File: config.mk
export PLATFORM = sky130hd
export DESIGN_NAME = mode7_scan
export DESIGN_NICKNAME = d
export VERILOG_FILES = /design/src/rtl/mode7_pkg.sv /design/src/rtl/mode7_pix_fifo.sv /design/src/rtl/mode7_scan.sv
export SDC_FILE = /design/constraint.sdc
export NUM_CORES = 1
export LEC_CHECK = 0
export CORE_MARGIN = 10
export CORE_UTILIZATION = 65
export CTS_BUF_LIST = sky130_fd_sc_hd__clkbuf_2 sky130_fd_sc_hd__clkbuf_4 sky130_fd_sc_hd__clkbuf_8
export DETAILED_ROUTE_END_ITERATION = 10
export PLACE_DENSITY = 0.88
export SETUP_SLACK_MARGIN = 0.05
export SYNTH_ARGS = -nofsm -noshare
export SYNTH_HDL_FRONTEND = slang
export SYNTH_SLANG_ARGS = --single-unit
File: constraint.sdc
create_clock -name clk -period 5.47 [get_ports clk]
set_input_delay 0.8205 -clock clk [delete_from_list [all_inputs] [get_ports clk]]
set_output_delay 0.8205 -clock clk [all_outputs]
set_load 0.01 [all_outputs]
File: src/rtl/mode7_pkg.sv
// Shared types and widths for the mode-7 scanline request/collect path.
package mode7_pkg;

  localparam int CW    = 16;
  localparam int PW    = 8;
  localparam int PIX_W = PW + 2 * CW + 1;

  typedef enum logic [1:0] {
    ST_IDLE  = 2'd0,
    ST_RUN   = 2'd1,
    ST_DRAIN = 2'd2
  } state_e;

  typedef struct packed {
    logic [PW-1:0] color;
    logic [CW-1:0] x;
    logic [CW-1:0] y;
    logic          last;
  } pix_t;

  function automatic logic [CW-1:0] wrap_inc(input logic [CW-1:0] v, input logic [CW-1:0] max);
    if (v == max) begin
      return 16'd0;
    end else begin
      return v + 16'd1;
    end
  endfunction

endpackage

File: src/rtl/mode7_pix_fifo.sv
// Pixel FIFO with occupancy count; any DEPTH, pointers wrap explicitly.
module mode7_pix_fifo
  import mode7_pkg::*;
#(
  parameter int DEPTH = 4,
  parameter int W     = PIX_W,
  parameter int CNTW  = $clog2(DEPTH + 1)
) (
  input  logic            clk,
  input  logic            rst_n,
  input  logic            push,
  input  logic [W-1:0]    din,
  input  logic            pop,
  output logic [W-1:0]    dout,
  output logic            empty,
  output logic            full,
  output logic [CNTW-1:0] count
);

  localparam int AW = (DEPTH > 1) ? $clog2(DEPTH) : 1;
  localparam logic [AW-1:0]   LAST_IDX = AW'(DEPTH - 1);
  localparam logic [CNTW-1:0] FULL_CNT = CNTW'(DEPTH);

  logic [W-1:0]    mem_r [DEPTH];
  logic [AW-1:0]   wr_ptr_r;
  logic [AW-1:0]   rd_ptr_r;
  logic [CNTW-1:0] count_r;
  logic            do_push_s;
  logic            do_pop_s;

  function automatic logic [AW-1:0] ptr_inc(input logic [AW-1:0] p);
    if (p == LAST_IDX) begin
      return {AW{1'b0}};
    end else begin
      return p + AW'(1);
    end
  endfunction

  // Status flags; push+pop together is accepted even when full or empty.
  always_comb begin
    empty     = (count_r == {CNTW{1'b0}});
    full      = (count_r == FULL_CNT);
    do_push_s = push && (!full || pop);
    do_pop_s  = pop && (!empty || push);
  end

  assign dout  = mem_r[rd_ptr_r];
  assign count = count_r;

  // Pointer and occupancy bookkeeping.
  always_ff @(posedge clk or negedge rst_n) begin
    if (!rst_n) begin
      wr_ptr_r <= {AW{1'b0}};
      rd_ptr_r <= {AW{1'b0}};
      count_r  <= {CNTW{1'b0}};
    end else begin
      if (do_push_s) begin
        wr_ptr_r <= ptr_inc(wr_ptr_r);
      end
      if (do_pop_s) begin
        rd_ptr_r <= ptr_inc(rd_ptr_r);
      end
      if (do_push_s && !do_pop_s) begin
        count_r <= count_r + CNTW'(1);
      end else if (do_pop_s && !do_push_s) begin
        count_r <= count_r - CNTW'(1);
      end else begin
        count_r <= count_r;
      end
    end
  end

  // Storage, cleared on reset so a stale head never shows after reset.
  always_ff @(posedge clk or negedge rst_n) begin
    if (!rst_n) begin
      for (int i = 0; i < DEPTH; i++) begin
        mem_r[i] <= {W{1'b0}};
      end
    end else if (do_push_s) begin
      mem_r[wr_ptr_r] <= din;
    end
  end

endmodule

File: src/rtl/mode7_scan.sv
// Raster scan of screen coordinates into a fixed-latency transform unit,
// collecting returned texels into a credit-limited pixel stream.
module mode7_scan
  import mode7_pkg::*;
#(
  parameter int H_ACTIVE = 320,
  parameter int V_ACTIVE = 240,
  parameter int LAT      = 2
) (
  input  logic          clk,
  input  logic          rst_n,
  input  logic          start,
  output logic          busy,
  output logic          done,
  output logic [CW-1:0] x_out,
  output logic [CW-1:0] y_out,
  output logic          xy_valid,
  input  logic [PW-1:0] color_in,
  output logic          pix_valid,
  input  logic          pix_ready,
  output logic [PW-1:0] pix_data,
  output logic [CW-1:0] pix_x,
  output logic [CW-1:0] pix_y,
  output logic          pix_last
);

  localparam int DEPTH = LAT + 2;
  localparam int CNTW  = $clog2(DEPTH + 1);
  localparam logic [CW-1:0] X_MAX   = CW'(H_ACTIVE - 1);
  localparam logic [CW-1:0] Y_MAX   = CW'(V_ACTIVE - 1);
  localparam logic [CNTW:0] DEPTH_W = (CNTW + 1)'(DEPTH);

  state_e          state_r;
  state_e          state_s;
  logic [CW-1:0]   x_r;
  logic [CW-1:0]   y_r;
  logic [CNTW-1:0] inflight_r;
  logic [CNTW-1:0] fifo_count_s;
  logic [CNTW:0]   occ_s;
  logic [LAT-1:0]  vld_r;
  logic [2*CW:0]   tag_r [LAT];
  logic            done_r;
  logic            issue_s;
  logic            last_req_s;
  logic            credit_s;
  logic            emerge_s;
  logic            fifo_empty_s;
  logic            fifo_full_s;
  logic            pop_s;
  logic            last_acc_s;
  pix_t            push_data_s;
  pix_t            head_s;

  // Credit counts both queued pixels and requests still inside the transform.
  always_comb begin
    last_req_s  = (x_r == X_MAX) && (y_r == Y_MAX);
    occ_s       = {1'b0, fifo_count_s} + {1'b0, inflight_r};
    credit_s    = (occ_s < DEPTH_W);
    emerge_s    = vld_r[LAT-1];
    push_data_s = {color_in, tag_r[LAT-1]};
    pop_s       = !fifo_empty_s && pix_ready;
    last_acc_s  = pop_s && head_s.last;
  end

  // State register.
  always_ff @(posedge clk or negedge rst_n) begin
    if (!rst_n) begin
      state_r <= ST_IDLE;
    end else begin
      state_r <= state_s;
    end
  end

  // Next state; a 1x1 frame issues its only request from IDLE and skips RUN.
  always_comb begin
    state_s = state_r;
    case (state_r)
      ST_IDLE: begin
        if (start && credit_s) begin
          state_s = last_req_s ? ST_DRAIN : ST_RUN;
        end else begin
          state_s = ST_IDLE;
        end
      end
      ST_RUN: begin
        if (issue_s && last_req_s) begin
          state_s = ST_DRAIN;
        end else begin
          state_s = ST_RUN;
        end
      end
      ST_DRAIN: begin
        if (last_acc_s) begin
          state_s = ST_IDLE;
        end else begin
          state_s = ST_DRAIN;
        end
      end
      default: state_s = ST_IDLE;
    endcase
  end

  // Request issue; the start cycle already carries (0,0).
  always_comb begin
    issue_s = 1'b0;
    case (state_r)
      ST_IDLE:  issue_s = start && credit_s;
      ST_RUN:   issue_s = credit_s;
      ST_DRAIN: issue_s = 1'b0;
      default:  issue_s = 1'b0;
    endcase
  end

  // Raster counters; the last request wraps both back to (0,0) for the next frame.
  always_ff @(posedge clk or negedge rst_n) begin
    if (!rst_n) begin
      x_r <= 16'd0;
      y_r <= 16'd0;
    end else if (issue_s) begin
      x_r <= wrap_inc(x_r, X_MAX);
      if (x_r == X_MAX) begin
        y_r <= wrap_inc(y_r, Y_MAX);
      end
    end
  end

  // Requests in flight inside the transform unit.
  always_ff @(posedge clk or negedge rst_n) begin
    if (!rst_n) begin
      inflight_r <= {CNTW{1'b0}};
    end else begin
      case ({issue_s, emerge_s})
        2'b10:   inflight_r <= inflight_r + CNTW'(1);
        2'b01:   inflight_r <= inflight_r - CNTW'(1);
        default: inflight_r <= inflight_r;
      endcase
    end
  end

  // Tag pipeline aligned with the transform latency.
  always_ff @(posedge clk or negedge rst_n) begin
    if (!rst_n) begin
      vld_r <= {LAT{1'b0}};
      for (int i = 0; i < LAT; i++) begin
        tag_r[i] <= {(2 * CW + 1){1'b0}};
      end
    end else begin
      vld_r[0] <= issue_s;
      tag_r[0] <= {x_r, y_r, last_req_s};
      for (int i = 1; i < LAT; i++) begin
        vld_r[i] <= vld_r[i-1];
        tag_r[i] <= tag_r[i-1];
      end
    end
  end

  // End-of-frame pulse, one cycle after the final beat is taken.
  always_ff @(posedge clk or negedge rst_n) begin
    if (!rst_n) begin
      done_r <= 1'b0;
    end else begin
      done_r <= last_acc_s;
    end
  end

  mode7_pix_fifo #(
    .DEPTH(DEPTH),
    .W    (PIX_W),
    .CNTW (CNTW)
  ) u_fifo (
    .clk  (clk),
    .rst_n(rst_n),
    .push (emerge_s),
    .din  (push_data_s),
    .pop  (pop_s),
    .dout (head_s),
    .empty(fifo_empty_s),
    .full (fifo_full_s),
    .count(fifo_count_s)
  );

  assign busy      = (state_r != ST_IDLE);
  assign done      = done_r;
  assign x_out     = x_r;
  assign y_out     = y_r;
  assign xy_valid  = issue_s;
  assign pix_valid = !fifo_empty_s;
  assign pix_data  = head_s.color;
  assign pix_x     = head_s.x;
  assign pix_y     = head_s.y;
  assign pix_last  = head_s.last;

endmodule
==> metrics.md <==
| Metric | Value |
|---|---|
| Crit. Startpoint | `u_fifo.rd_ptr_r[0]$_DFFE_PN0P_` |
| First-pass GRT wire length | `37170 um` |
| Area contributors post-synth | `dfrtp_1, mux2_2, mux4_2` |
| Cell Int Power | `0.003229 W` |
| Vias | `6297` |
| Clk pin slew, worst setup/hold paths | `0.06 ns` |
| Die X | `150.7 um` |
| Cell variety after synth | `50` |
| Area grow syn2layout | `17.60%` |
| Starting Density | `66.69%` |
| Final core occ | `78.42%` |
| P per Cell Area | `325.3 nW/um2` |
| CTS tree | `yes` |
| Clk Latency, worst-skew pair | `0.53 ns` |
| Hpwl dp | `14240 um` |
| DRT Wirelength | `22620 um` |
| Clk root buf | `clkbuf_8` |
| Min-delay worst type | `reg2reg` |
| Fin area | `13050 um2` |
| Ant. Diodes | `0` |
| RSZ-0062 raised after global routing | `no` |
| Via density per instance | `5.963` |
| Clock power share | `40.7%` |
| Synth Warn # | `0` |
| Num CTS Buffers | `44` |
| Crit path max fanout | `44` |
| Cell leakage power | `6.390 nW` |
| Initial antenna violation count | `0` |
| CP Launch Type | `register` |
| Cell taking the most area after synthesis | `dfrtp_1` |
| Ratio of final minimum period to clock period | `64.87%` |
| # rows | `47` |
| HP Start | `tag_r[62]$_DFF_PN0_` |
| Slew Limit Fails | `0` |
| Vias in the first global route | `6973` |
| Slew margin rel. | `33.89%` |
| Reg-to-reg critical path startpoint | `u_fifo.count[2]$_DFFE_PN0P_` |
| FMAX | `281.8 MHz` |
| Die Ht | `150.7 um` |
| Setup Buffers After CTS | `0` |
| P_sw | `0.001016 W` |
| GP Congestion | `0.7804` |
| Crit Path Class | `reg2out` |
| DR iter-0 viols | `408` |
| Setup TNS | `0 ns` |
| WP data required | `4.65 ns` |
| Crit path capture type | `output pin` |
| H-tree levels | `2` |
| Bufs on Longest Clock Path | `3` |
| Commonest non-fill, non-tap cell in the layout | `dfrtp_1` |
| Multi-input gate area | `3963 um2` |
| Ports | `89` |
| #FFs+latches synth | `277` |
| Final Skew | `0.01655 ns` |
| CP Data Arrival Time | `2.73 ns` |
| Die area | `22700 um2` |
| Switching part of the total power | `23.94%` |
| Total GRT Usage | `20.68%` |
| NumNets Final | `834` |
| Drt drc | `0` |
| Register area | `6937 um2` |
| Post-synthesis sequential area ratio | `62.46%` |
| Endpoints failing setup | `0` |
| Worst-margin pin slew | `0.9916 ns` |
| Layout cells sized above 1 | `34.81%` |
| Final antenna-violating net count | `0` |
| Clock Sinks | `277` |
| Synthesized instance count | `699` |
| Syn Area/Cell | `15.88 um2` |
| Core Region | `16640 um2` |
| Status | `finished clean` |
| Post-CTS Hold Fix Bufs | `0` |
| Post_cts resized | `0` |
| Number of flops mapped to enable cells by yosys | `0` |
| Total global routing overflow | `0` |
| Top cell type's share of synthesized area | `62.46%` |
| Combinational power share | `7.0%` |
| Asr flop ratio synth | `100.0%` |
| Reg power frac | `52.2%` |
| First-pass detailed-route iteration total | `6` |
| WL/cell | `21.42 um` |
| Placement Cell Area | `12170 um2` |
| Max-capacitance violation count | `0` |
| Filler instances | `890` |
| Max VDD drop | `0.2542 mV` |
| I/O Buffers | `88` |
| Synth Flop Type | `dfrtp_1` |
| Synthesized area | `11100 um2` |
| Most frequent cells in the layout | `dfrtp_1, mux2_2, clkdlybuf4s50_1, clkbuf_8, mux4_2` |
| Largest net degree at the start of global routing | `140` |
| Final min period | `3.548 ns` |
| Final hold vios | `0` |
| Syn_nets | `724` |
[path summary, 6_finish.rpt]
| kind | end | slack [ns] | cells past startpoint |
|---|---|---|---|
| setup / recovery | pix_y[0] | 1.92 | 2 |
| hold / removal | push_data_s[29]$_DFF_PN0_ | 0.34 | 0 |
| setup reg to reg | u_fifo.mem_r[147]$_DFFE_PN0P_ | 2.93 | 5 |
| hold reg to reg | push_data_s[29]$_DFF_PN0_ | 0.34 | 0 |
| max in group asynchronous | u_fifo.rd_ptr_r[0]$_DFFE_PN0P_ | 3.72 | 2 |
| min in group asynchronous | u_fifo.mem_r[86]$_DFFE_PN0P_ | 0.43 | 1 |
[state kept, by name (all words and copies together), names as in the netlist]
name and count:
u_fifo.wr_ptr_r 2, y_out 16, u_fifo.mem_r 164, tag_r 33, u_fifo.count 3, inflight_r 3
vld_r 2, state_r 2, u_fifo.rd_ptr_r 2, x_out 16, push_data_s 33, done 1
[logic make-up (layout without fill, tap and decap cells)]
group	count (synthesis)	count (layout)	share of synthesized area, %
adder cells (fa/ha/maj)	13	13	1.601
AND/OR/NAND/NOR	100	100	5.051
buffers and inverters	44	181	1.838
AO/OA/AOI/OAI	31	31	1.725
flip-flops	277	277	62.46
XOR/XNOR	24	24	1.894
multiplexers	210	210	25.43
[per-layer routing]
layer,GRT usage (%),part of all wire (%),vias up
met3,5.162,5.3,30
li1,-,-,2740
met5,0,0,-
met4,6.352,1.7,0
met1,25.80,41,3373
met2,35.05,52,154
[layout make-up]
class / instances / share of cell area (%)
Sequential cell: 277 / 53.15
Clock inverter: 3 / 0.1342
Clock buffer: 70 / 6.615
Timing Repair Buffer: 94 / 7.228
Tap cell: 220 / 2.109
Inverter: 14 / 0.4026
Multi-Input combinational cell: 378 / 30.36
[synthesized netlist by cell type (2+ instances only)]
master    number
nand4_1        5
dfrtp_1      277
or3_1          5
inv_1         13
ha_1          11
o21ai_1        2
mux4_2        41
nor3_1         7
buf_2         22
xnor2_1       15
mux2_2       153
a21oi_1        5
mux2i_1        3
xor2_1         9
o31ai_1        2
nand3_1       11
clkbuf_1       6
nand2_1       32
o21ai_0       13
fa_1           2
nand2_2        4
mux2_1        13
and3_1         8
nor2_1        14
[power groups by stage]
stage | registers (W) | logic [W] | clock network, W
6_report | 0.00222 | 0.000298 | 0.00173
3_3_place_gp | 0.00225 | 0.000292 | 0
5_1_grt | 0.00223 | 0.000324 | 0.00187
3_5_place_dp | 0.00226 | 0.000302 | 0
2_1_floorplan | 0.00212 | 0.000303 | 0
4_1_cts | 0.00222 | 0.000304 | 0.00176
[worst max-delay path, stage by stage (launching register included)]
cell             delay (ns)
dfrtp_4                1.05
mux4_2                 0.63
clkdlybuf4s50_1        0.52
[metrics by stage]
| step | setup slack [ns] | instances | total power (W) | hold slack, ns |
|---|---|---|---|---|
| detailed placement | 2.047 | 983 | 0.002558 | 0.3347 |
| global placement | 2.133 | 983 | 0.002547 | 0.3330 |
| finish | 1.922 | 1056 | 0.004246 | 0.3380 |
| CTS | 1.832 | 1056 | 0.004287 | 0.3447 |
| floorplan | 3.065 | 699 | 0.002425 | 0.3312 |
| global route | 1.739 | 1056 | 0.004431 | 0.3524 |
(Power assumes the default switching activity.)
